==> src/rtl/riscv_alu_pkg.sv <==
// Shared RV32I integer ALU definitions: opcode/funct encodings, request bundle
// and ALU status codes used by alu and alu_arbiter.
package riscv_alu_pkg;

    localparam logic [6:0] OPC_OP     = 7'b0110011;
    localparam logic [6:0] OPC_OP_IMM = 7'b0010011;

    localparam logic [2:0] F3_ADD  = 3'd0;
    localparam logic [2:0] F3_SLL  = 3'd1;
    localparam logic [2:0] F3_SLT  = 3'd2;
    localparam logic [2:0] F3_SLTU = 3'd3;
    localparam logic [2:0] F3_XOR  = 3'd4;
    localparam logic [2:0] F3_SR   = 3'd5;
    localparam logic [2:0] F3_OR   = 3'd6;
    localparam logic [2:0] F3_AND  = 3'd7;

    localparam logic [6:0] F7_BASE = 7'b0000000;
    localparam logic [6:0] F7_ALT  = 7'b0100000;

    typedef struct packed {
        logic [31:0] op1;
        logic [31:0] op2;
        logic [6:0]  opcode;
        logic [2:0]  funct3;
        logic [6:0]  funct7;
    } alu_req_t;

    typedef enum logic {
        ALU_OK      = 1'b0,
        ALU_ILLEGAL = 1'b1
    } alu_status_e;

endpackage

==> src/rtl/alu.sv <==
// Combinational RV32I integer ALU for OP and OP-IMM; unsupported encodings
// produce a zero result and flag ALU_ILLEGAL on status.
module alu
    import riscv_alu_pkg::*;
(
    input  alu_req_t    req,
    output logic [31:0] result,
    output logic        zero,
    output alu_status_e status
);

    logic        is_op;
    logic        f7_base;
    logic        f7_alt;
    logic        f7_ok;
    logic        legal;
    logic [4:0]  shamt;
    logic [31:0] raw;

    assign is_op   = (req.opcode == OPC_OP);
    assign f7_base = (req.funct7 == F7_BASE);
    assign f7_alt  = (req.funct7 == F7_ALT);
    // For OP-IMM non-shift ops the funct7 bits are part of the immediate.
    assign f7_ok   = !is_op || f7_base;
    assign shamt   = req.op2[4:0];

    always_comb begin
        // NOTE: every combinational output gets a default first, so no path leaves it unassigned and no latch is inferred.
        raw   = '0;
        legal = is_op || (req.opcode == OPC_OP_IMM);
        case (req.funct3)
            F3_ADD:  if (is_op && f7_alt) raw = req.op1 - req.op2;
                     else if (f7_ok)      raw = req.op1 + req.op2;
                     else                 legal = 1'b0;
            F3_SLL:  if (f7_base) raw = req.op1 << shamt;
                     else         legal = 1'b0;
            F3_SLT:  if (f7_ok) raw = {31'b0, $signed(req.op1) < $signed(req.op2)};
                     else       legal = 1'b0;
            F3_SLTU: if (f7_ok) raw = {31'b0, req.op1 < req.op2};
                     else       legal = 1'b0;
            F3_XOR:  if (f7_ok) raw = req.op1 ^ req.op2;
                     else       legal = 1'b0;
            F3_SR:   if (f7_base)     raw = req.op1 >> shamt;
                     else if (f7_alt) raw = $unsigned($signed(req.op1) >>> shamt);
                     else             legal = 1'b0;
            F3_OR:   if (f7_ok) raw = req.op1 | req.op2;
                     else       legal = 1'b0;
            F3_AND:  if (f7_ok) raw = req.op1 & req.op2;
                     else       legal = 1'b0;
            default: legal = 1'b0;
        endcase
    end

    assign result = legal ? raw : '0;
    assign zero   = (result == '0);
    assign status = legal ? ALU_OK : ALU_ILLEGAL;

endmodule

==> src/rtl/rr_arbiter.sv <==
// Round-robin arbiter: one-hot grant to the first request at or above rr_ptr,
// wrapping at N; the pointer moves past the winner on every grant.
module rr_arbiter #(
    parameter int N     = 4,
    parameter int IDX_W = (N > 1) ? $clog2(N) : 1
) (
    input  logic             clk,
    input  logic             rst_n,
    input  logic [N-1:0]     req,
    input  logic             en,
    output logic [N-1:0]     gnt,
    output logic [IDX_W-1:0] gnt_idx
);

    localparam int unsigned NU = N;

    logic [IDX_W-1:0] rr_ptr;
    logic [IDX_W-1:0] idx;
    logic             found;

    // Explicit wrap keeps non-power-of-2 N inside 0..N-1.
    function automatic logic [IDX_W-1:0] wrap_add(input logic [IDX_W-1:0] base,
                                                  input int unsigned offs);
        int unsigned s;
        s = 32'(base) + offs;
        if (s >= NU) s = s - NU;
        return IDX_W'(s);
    endfunction

    always_comb begin
        gnt     = '0;
        gnt_idx = '0;
        found   = 1'b0;
        idx     = '0;
        for (int i = 0; i < N; i++) begin
            idx = wrap_add(rr_ptr, 32'(i));
            if (en && !found && req[idx]) begin
                found    = 1'b1;
                gnt[idx] = 1'b1;
                gnt_idx  = idx;
            end
        end
    end

    always_ff @(posedge clk or negedge rst_n) begin
        // NOTE: sequential state uses non-blocking assignments so every flop samples pre-edge values.
        if (!rst_n)     rr_ptr <= '0;
        else if (found) rr_ptr <= wrap_add(gnt_idx, 32'd1);
    end

endmodule

==> src/rtl/alu_arbiter.sv <==
// Shares one alu among NUM_CORES requesters: round-robin grant into an operand
// capture stage, then an ALU result register with a valid/ready response.
module alu_arbiter
    import riscv_alu_pkg::*;
#(
    parameter int NUM_CORES = 4,
    parameter int ID_W      = $clog2(NUM_CORES)
) (
    input  logic                   clk,
    input  logic                   rst_n,
    input  logic [NUM_CORES-1:0]   req_valid,
    output logic [NUM_CORES-1:0]   req_ready,
    input  logic [NUM_CORES*32-1:0] req_op1,
    input  logic [NUM_CORES*32-1:0] req_op2,
    input  logic [NUM_CORES*7-1:0] req_opcode,
    input  logic [NUM_CORES*3-1:0] req_funct3,
    input  logic [NUM_CORES*7-1:0] req_funct7,
    output logic                   resp_valid,
    input  logic                   resp_ready,
    output logic [ID_W-1:0]        resp_id,
    output logic [31:0]            resp_result,
    output logic                   resp_zero
);

    logic                 s1_valid;
    logic [ID_W-1:0]      s1_id;
    alu_req_t             s1_req;
    alu_req_t             sel_req;
    logic                 s2_free;
    logic                 s1_free;
    logic                 grant;
    logic [NUM_CORES-1:0] gnt;
    logic [ID_W-1:0]      gnt_idx;
    logic [31:0]          alu_result;
    logic                 alu_zero;
    alu_status_e          unused_status;

    assign s2_free = !resp_valid || resp_ready;
    assign s1_free = !s1_valid || s2_free;

    // Gating with rst_n keeps req_ready low for the whole reset pulse.
    rr_arbiter #(
        .N     (NUM_CORES),
        .IDX_W (ID_W)
    ) u_rr (
        .clk     (clk),
        .rst_n   (rst_n),
        .req     (req_valid),
        .en      (s1_free && rst_n),
        .gnt     (gnt),
        .gnt_idx (gnt_idx)
    );

    assign req_ready = gnt;
    assign grant     = |gnt;

    always_comb begin
        sel_req.op1    = req_op1[32*int'(gnt_idx) +: 32];
        sel_req.op2    = req_op2[32*int'(gnt_idx) +: 32];
        sel_req.opcode = req_opcode[7*int'(gnt_idx) +: 7];
        sel_req.funct3 = req_funct3[3*int'(gnt_idx) +: 3];
        sel_req.funct7 = req_funct7[7*int'(gnt_idx) +: 7];
    end

    always_ff @(posedge clk or negedge rst_n) begin
        if (!rst_n)       s1_valid <= 1'b0;
        else if (grant)   s1_valid <= 1'b1;
        else if (s2_free) s1_valid <= 1'b0;
    end

    // NOTE: the S1 payload is qualified by s1_valid, so it needs no reset and stays a plain flop bank.
    always_ff @(posedge clk) begin
        if (grant) begin
            s1_id  <= gnt_idx;
            s1_req <= sel_req;
        end
    end

    alu u_alu (
        .req    (s1_req),
        .result (alu_result),
        .zero   (alu_zero),
        .status (unused_status)
    );

    always_ff @(posedge clk or negedge rst_n) begin
        if (!rst_n) begin
            resp_valid  <= 1'b0;
            resp_id     <= '0;
            resp_result <= '0;
            resp_zero   <= 1'b0;
        end else if (s1_valid && s2_free) begin
            resp_valid  <= 1'b1;
            resp_id     <= s1_id;
            resp_result <= alu_result;
            resp_zero   <= alu_zero;
        end else if (resp_ready) begin
            resp_valid  <= 1'b0;
        end
    end

endmodule

==> config.mk <==
export PLATFORM = sky130hd
export DESIGN_NAME = alu_arbiter
export DESIGN_NICKNAME = d
export VERILOG_FILES = /design/src/rtl/riscv_alu_pkg.sv /design/src/rtl/alu.sv /design/src/rtl/rr_arbiter.sv /design/src/rtl/alu_arbiter.sv
export SDC_FILE = /design/constraint.sdc
export NUM_CORES = 1
export LEC_CHECK = 0
export CAP_MARGIN = 20
export CORE_ASPECT_RATIO = 0.8
export CORE_MARGIN = 2
export CORE_UTILIZATION = 41
export DETAILED_ROUTE_END_ITERATION = 7
export HOLD_SLACK_MARGIN = 0.15
export PLACE_DENSITY_LB_ADDON = 0.05
export SYNTH_ARGS = -nofsm -noshare
export SYNTH_HDL_FRONTEND = slang
export SYNTH_SLANG_ARGS = --single-unit
==> constraint.sdc <==
create_clock -name clk -period 6.9 [get_ports clk]
set_input_delay 1.035 -clock clk [delete_from_list [all_inputs] [get_ports clk]]
set_output_delay 1.035 -clock clk [all_outputs]
set_load 0.005 [all_outputs]
==> impl_metrics.py, run 1 <==
metrics = {
    "status": {
        "run_status": "completed",
    },
    "place": {
        "dp_slack_ps": 1800,
        "gp_congestion": 1.12,
        "portBuffers": 370,
        "place_inst": 3042,
        "place_hpwl_mm": 69.5,
    },
    "synthesis": {
        "yosys_most_used_dff": "edfxtp_1",
        "ys_seq_area_frac": 0.202,
        "ys_async_sr_fraction": 0.320,
        "synth_area_leaders": "edfxtp_1, ha_1, nand2_1",
        "ys_seq_elements": 122,
        "postSynthAreaPerCell_um2": 7.54,
        "yosysUniqueCellTypes": 98,
        "syn_area_um2": 17200,
        "syn_inst": 2275,
        "synth_edf_count": 83,
        "ys_warn_count": 0,
        "yosys.area.top_type": "edfxtp_1",
        "syn_nets": 2709,
        "yosysTopAreaCellShare": 0.145,
    },
    "clock_network": {
        "clk-insertion-delay-late_ps": 460,
        "cts_resized": 0,
        "clk_pin_slew_worst_paths_ps": 60,
        "cts_tree": "done",
        "cts_buffers": 17,
        "post_cts_buffers": 0,
        "h-tree-depth": 4,
        "hold_buffers": 0,
        "cts_sinks": 122,
        "root_buffer": "clkbuf_16",
        "clockBufferDepth": 2,
    },
    "final_layout": {
        "drive_above_1_share": 0.0761,
        "finalNetCount": 2944,
        "area_growth_pct": 26.7,
        "final_cells": 3083,
    },
    "power": {
        "power_leakage_uw": 0.00829,
        "power_uw": 13200,
        "irDropWorstVdd_mv": 0.282,
        "pwr_density_cell_nw_per_um2": 606,
    },
    "critical_path": {
        "path_class": "reg2reg",
        "crit_path_start_kind": "flip-flop",
        "worst_setup_path_end_kind": "flip-flop",
        "cp_data_arrival_time_ps": 5910,
        "required_ps": 7280,
        "critPathCapture": "resp_zero$_DFFE_PN0P_",
        "worst-path-buf-inv": 2,
        "max_stage_delay_ps": 880,
        "cp-startpoint": "s1_req[20]$_DFFE_PP_",
        "critPathSlowestCell": "o311ai_0",
        "cp_max_fo": 24,
        "worstPathCellList": "buf_4 > inv_1 > ha_1 > nor2b_1 > a2111oi_2 > o211ai_1 > and4b_1 > o31ai_2 > a31oi_1 > o311ai_0 > a21oi_1 > nor4_1 > o2111ai_1 > o21ai_1",
        "worst-path-stages": 14,
        "r2r_start": "s1_req[20]$_DFFE_PP_",
        "r2r-end": "resp_zero$_DFFE_PN0P_",
        "r2r_cells": 14,
        "cp_top_family": "compound AO/OA/AOI/OAI gates",
        "reg2reg_slack_ps": 1370,
    },
    "routing": {
        "vias": 20600,
        "wire_per_inst_um": 28.6,
        "viasPerCell": 6.67,
        "routed_wl_mm": 88.1,
        "dr.pass1.iters": 8,
        "drt-initial-drc-count": 3048,
        "ant_nets": 0,
        "drc": 0,
    },
    "timing": {
        "maxSlewViolCount": 0,
        "fin_crit_sh": 0.801,
        "fmax_mhz": 181,
        "timing.final.ws_setup_ps": 1370,
        "relSlewSlack": 0.0265,
        "min_period_ps": 5530,
        "finalClockSkew_ps": 13.9,
        "finalSetupTns_ps": 0,
        "setup_viol": 0,
        "tightest_slew_ps": 1460,
        "rsz0062_at_grt": "no",
        "hold_viol": 0,
    },
    "global_routing": {
        "grt.overflow.total": 0,
        "grt_max_degree": 101,
        "antenna_found_initial": 10,
        "grt_pass1_vias": 19100,
        "grt_pass1_wl_mm": 128,
        "grt.total_usage": 0.394,
    },
    "die": {
        "start_util": 0.413,
        "dieArea_um2": 43500,
        "die_w_um": 233,
        "rows": 67,
        "ios": 371,
        "dieHeight_um": 187,
        "core_um2": 41600,
    },
    "min_path": {
        "hold_class": "reg2reg",
    },
    "job": {
        "drv_cap": 0,
    },
}
==> per-layer routing <==
| layer | share of wire | up-vias | global-route usage |
|---|---|---|---|
| met2 | 0.40 | 1537 | 0.543 |
| met1 | 0.41 | 9739 | 0.550 |
| met5 | 0.00031 | - | 0 |
| met4 | 0.051 | 4 | 0.183 |
| li1 | - | 9006 | - |
| met3 | 0.13 | 290 | 0.132 |
==> worst min path at each step <==
stage                                       to                       start  depth (start not counted)
floorplan               resp_id[0]$_DFFE_PN0P_          s1_id[0]$_DFFE_PP_                          1
global placement    resp_result[5]$_DFFE_PN0P_  resp_result[5]$_DFFE_PN0P_                          2
detailed placement  resp_result[2]$_DFFE_PN0P_  resp_result[2]$_DFFE_PN0P_                          2
CTS                 resp_result[2]$_DFFE_PN0P_  resp_result[2]$_DFFE_PN0P_                          2
global route        resp_result[8]$_DFFE_PN0P_  resp_result[8]$_DFFE_PN0P_                          2
finish              resp_result[8]$_DFFE_PN0P_  resp_result[8]$_DFFE_PN0P_                          2
==> synth_stat cells (all sizes together), types with 6 or more instances <==
library cell  instances
nand2               336
nor2b                22
mux2                 45
a22oi                15
and3                 10
mux2i                64
inv                 103
edfxtp               83
nor3                 39
o22ai                15
and2                 87
clkbuf              142
mux4                 34
o21a                  9
nand4                25
nor2                163
or4                   8
a31oi               106
o211a                 6
a221oi               16
or3                  12
nor4                 19
a221o                11
o21bai                9
o311ai                9
o31ai                16
o21ai               145
a211o                10
a21oi               133
a311oi                7
o211ai               31
a211oi              124
a21o                 16
dfrtp                39
buf                  55
xnor2                11
a2111oi              12
o221ai               13
nand3                38
ha                  101
o2111ai              10
or2                  12
nand2b               17
==> cells by family after synthesis <==
group           count (synthesis)  share of synthesized area
compound gates                780                      0.309
buf+inv                       301                     0.0717
fa+ha+maj                     103                     0.0760
flops                         122                      0.202
simple gates                  812                      0.222
xor+xnor                       14                    0.00715
mux                           143                      0.112
==> registers in the layout, indices dropped and copies added (netlist names) <==
name,count
resp_id,2
resp_valid,1
resp_zero,1
s1_valid,1
u_rr.rr_ptr,2
s1_id,2
s1_req,81
resp_result,32
==> through the flow <==
stage,utilization,instance area [um2],hold slack (ps)
after detailed placement,0.508,21100,470
final,0.523,21700,474
after global routing,0.523,21700,503
after floorplan,-,17200,455
after CTS,0.522,21700,483
after global placement,0.507,21100,463
==> cells in the final DEF (no fill, tap or decap), types with 16 or more instances in the layout <==
cell,synthesis,final
nor2_1,162,162
nor3_1,38,36
o211ai_1,31,31
a21oi_1,133,133
clkbuf_16,0,17
buf_4,4,38
nand4_1,25,25
mux2_2,42,42
nand2b_1,17,17
nor4_1,19,19
nor2b_1,22,22
mux4_2,34,34
a211oi_1,124,124
o21ai_0,137,136
ha_1,101,101
edfxtp_1,83,83
dfrtp_1,39,39
inv_1,102,101
a221oi_1,16,16
a21o_1,16,16
clkdlybuf4s50_1,0,369
nand2_1,336,335
nand3_1,38,37
a31oi_1,106,106
and2_1,84,84
mux2i_1,63,63
==> worst register-to-register path, stage by stage, from the launching register on <==
cell and delay (ps):
edfxtp_1 360, buf_4 230, inv_1 400, ha_1 400, nor2b_1 190, a2111oi_2 500
o211ai_1 320, and4b_1 360, o31ai_2 530, a31oi_1 280, o311ai_0 880, a21oi_1 350
nor4_1 360, o2111ai_1 150, o21ai_1 140
==> power by group <==
part / switching (uW) / internal [uW] / total (uW)
Combinational: 6700 / 3480 / 10200
Clock: 387 / 576 / 963
Sequential: 660 / 1370 / 2030
Total: 7750 / 5420 / 13200
==> area by class of cell <==
cell class                 instances  area (um2)
antenna                            8        20.0
sequential                       122        3470
multi-input combinational       1852       12500
inverter                         104         393
timing repair buffer             413        4050
fill                            4079       19800
clock buffer                      18         429
clock inverter                    14         184
tap                              552         691
Power figures use the tool's default switching activity.
==> run 2, diff against run 1 <==
==> constraint.sdc (replaced) <==
create_clock -name clk -period 5.3 [get_ports clk]
set_input_delay 0.795 -clock clk [delete_from_list [all_inputs] [get_ports clk]]
set_output_delay 0.795 -clock clk [all_outputs]
set_load 0.005 [all_outputs]
==> run 2 against run 1 <==
  * Sequential share of layout area down 0.38 points
  * Sequential cell count unchanged
  * Final area up 2.5%
  * Non-clock buffer count up 67
  * Global-route usage up 2.6 points
  * Power up 36%
  * Utilization up 1.3 points
  * Via count up 2.9%
  * Die area unchanged
  * Sequential power up 22%
==> impl_metrics.py, run 2 (synthesized netlist as in run 1, its figures left out) <==
metrics = {
    "timing": {
        "fmax_mhz": 208,
        "maxSlewViolCount": 0,
        "min_period_ps": 4820,
        "tightest_slew_ps": 1440,
        "hold_viol": 0,
        "fin_crit_sh": 0.909,
        "finalSetupTns_ps": 0,
        "relSlewSlack": 0.0401,
        "finalClockSkew_ps": 15.8,
        "setup_viol": 0,
        "whs_ps": 475,
        "timing.final.ws_setup_ps": 484,
        "rsz0062_at_grt": "no",
    },
    "final_layout": {
        "final_cell_mix": "clkdlybuf4s50_1, nand2_1, nor2_1, o21ai_0, a21oi_1",
        "largestRegisters": "s1_req: 81 flops, resp_result: 32 flops",
        "fin_util": 0.536,
        "area_growth_pct": 29.8,
        "multi_input_area_um2": 12500,
        "seqCellArea_um2": 3470,
        "fill_cells": 3990,
        "largest_register": "s1_req",
        "finalNetCount": 3011,
        "drive_above_1_share": 0.0981,
        "final_common_cell": "clkdlybuf4s50_1",
        "largest_reg_flops": 81,
    },
    "critical_path": {
        "cp_top_family": "compound AO/OA/AOI/OAI gates",
        "required_ps": 4510,
        "worst-path-buf-inv": 2,
        "path_class": "reg2out",
        "cp_max_fo": 17,
        "crit_path_start_kind": "flip-flop",
        "cp_data_arrival_time_ps": 4020,
        "worst_setup_path_end_kind": "output pin",
        "max_stage_delay_ps": 830,
        "worstPathCellList": "inv_1 > ha_1 > mux4_2 > a2111oi_0 > a22o_1 > a21oi_1 > o21ai_0 > clkdlybuf4s50_1",
        "critPathSlowestCell": "a2111oi_0",
    },
    "die": {
        "core_um2": 41600,
        "ios": 371,
        "dieArea_um2": 43500,
        "start_util": 0.413,
        "rows": 67,
        "die_w_um": 233,
        "dieHeight_um": 187,
    },
    "power": {
        "pwr_density_cell_nw_per_um2": 803,
        "power_leakage_uw": 0.00863,
        "irDropWorstVdd_mv": 0.434,
    },
    "clock_network": {
        "clockBufferDepth": 2,
        "post_cts_buffers": 0,
        "root_buffer": "clkbuf_16",
        "cts_tree": "done",
        "h-tree-depth": 4,
        "hold_buffers": 0,
        "cts_sinks": 122,
        "cts_resized": 0,
        "clk_pin_slew_worst_paths_ps": 60,
        "cts_buffers": 17,
        "clk-insertion-delay-late_ps": 470,
    },
    "global_routing": {
        "grt_pass1_vias": 19600,
        "grt_max_degree": 76,
        "antenna_found_initial": 9,
        "grt.overflow.total": 0,
        "grt_pass1_wl_mm": 134,
        "grt.total_usage": 0.420,
    },
    "routing": {
        "wire_per_inst_um": 29.7,
        "routed_wl_mm": 93.7,
        "drt-initial-drc-count": 3167,
        "vias": 21200,
        "viasPerCell": 6.72,
        "ant_nets": 0,
        "dr.pass1.iters": 7,
        "drc": 0,
    },
    "min_path": {
        "hold_class": "reg2reg",
    },
    "job": {
        "drv_cap": 0,
    },
    "place": {
        "portBuffers": 370,
        "dp_slack_ps": 688,
        "place_hpwl_mm": 74.4,
        "gp_congestion": 1.12,
    },
    "status": {
        "run_status": "completed",
    },
}
run 2: cell count changes in the layout (fill, tap and decap cells not counted), moves of 2 or more:
cell,delta
inv_8,-2
clkinv_4,+3
buf_2,-2
inv_6,-2
buf_12,+4
buf_4,+64
clkinv_1,+3
run 2: metrics by stage:
| step | cells | power [uW] | instance area, um2 |
|---|---|---|---|
| floorplan | 2275 | 11100 | 17200 |
| global placement | 3109 | 15900 | 21700 |
| detailed placement | 3109 | 15900 | 21700 |
| CTS | 3141 | 17200 | 22200 |
| global route | 3148 | 18700 | 22300 |
| finish | 3149 | 17900 | 22300 |
run 2: path summary, 6_finish.rpt:
| check | startpoint | to | slack [ps] | cells past startpoint |
|---|---|---|---|---|
| max in group asynchronous | rst_n | resp_result[2]$_DFFE_PN0P_ | 4430 | 2 |
| hold reg to reg | resp_result[2]$_DFFE_PN0P_ | resp_result[2]$_DFFE_PN0P_ | 470 | 2 |
| hold / removal | resp_result[2]$_DFFE_PN0P_ | resp_result[2]$_DFFE_PN0P_ | 470 | 2 |
| setup reg to reg | s1_req[17]$_DFFE_PP_ | resp_zero$_DFFE_PN0P_ | 500 | 15 |
| setup / recovery | u_rr.rr_ptr[0]$_DFFE_PN0P_ | req_ready[2] | 480 | 8 |
| min in group asynchronous | rst_n | resp_result[19]$_DFFE_PN0P_ | 510 | 2 |
run 2: worst min-delay path, cell delays in order, from the launching register on:
cell and delay [ps]:
dfrtp_1 340, nand2_1 40, o21ai_0 60
run 2: cell type report:
class | instances | share of cell area
Antenna cell | 7 | 0.000786
Clock buffer | 18 | 0.0193
Sequential cell | 122 | 0.156
Inverter | 104 | 0.0176
Multi-Input combinational cell | 1852 | 0.561
Tap cell | 552 | 0.0310
Clock inverter | 14 | 0.00758
Timing Repair Buffer | 480 | 0.207
run 2: per-layer routing:
layer / global-route usage / vias to the layer above / part of all wire
li1: - / 9141 / -
met1: 0.579 / 10100 / 0.41
met2: 0.579 / 1628 / 0.40
met3: 0.141 / 316 / 0.13
met4: 0.208 / 4 / 0.058
met5: 0.0145 / - / 0.0015
run 2: report_power, final:
group          total [uW]  leakage, uW  switching (uW)  internal, uW
Sequential           2480      0.00132             714          1770
Clock                1230     0.000284             493           739
Combinational       14200      0.00703            9300          4870
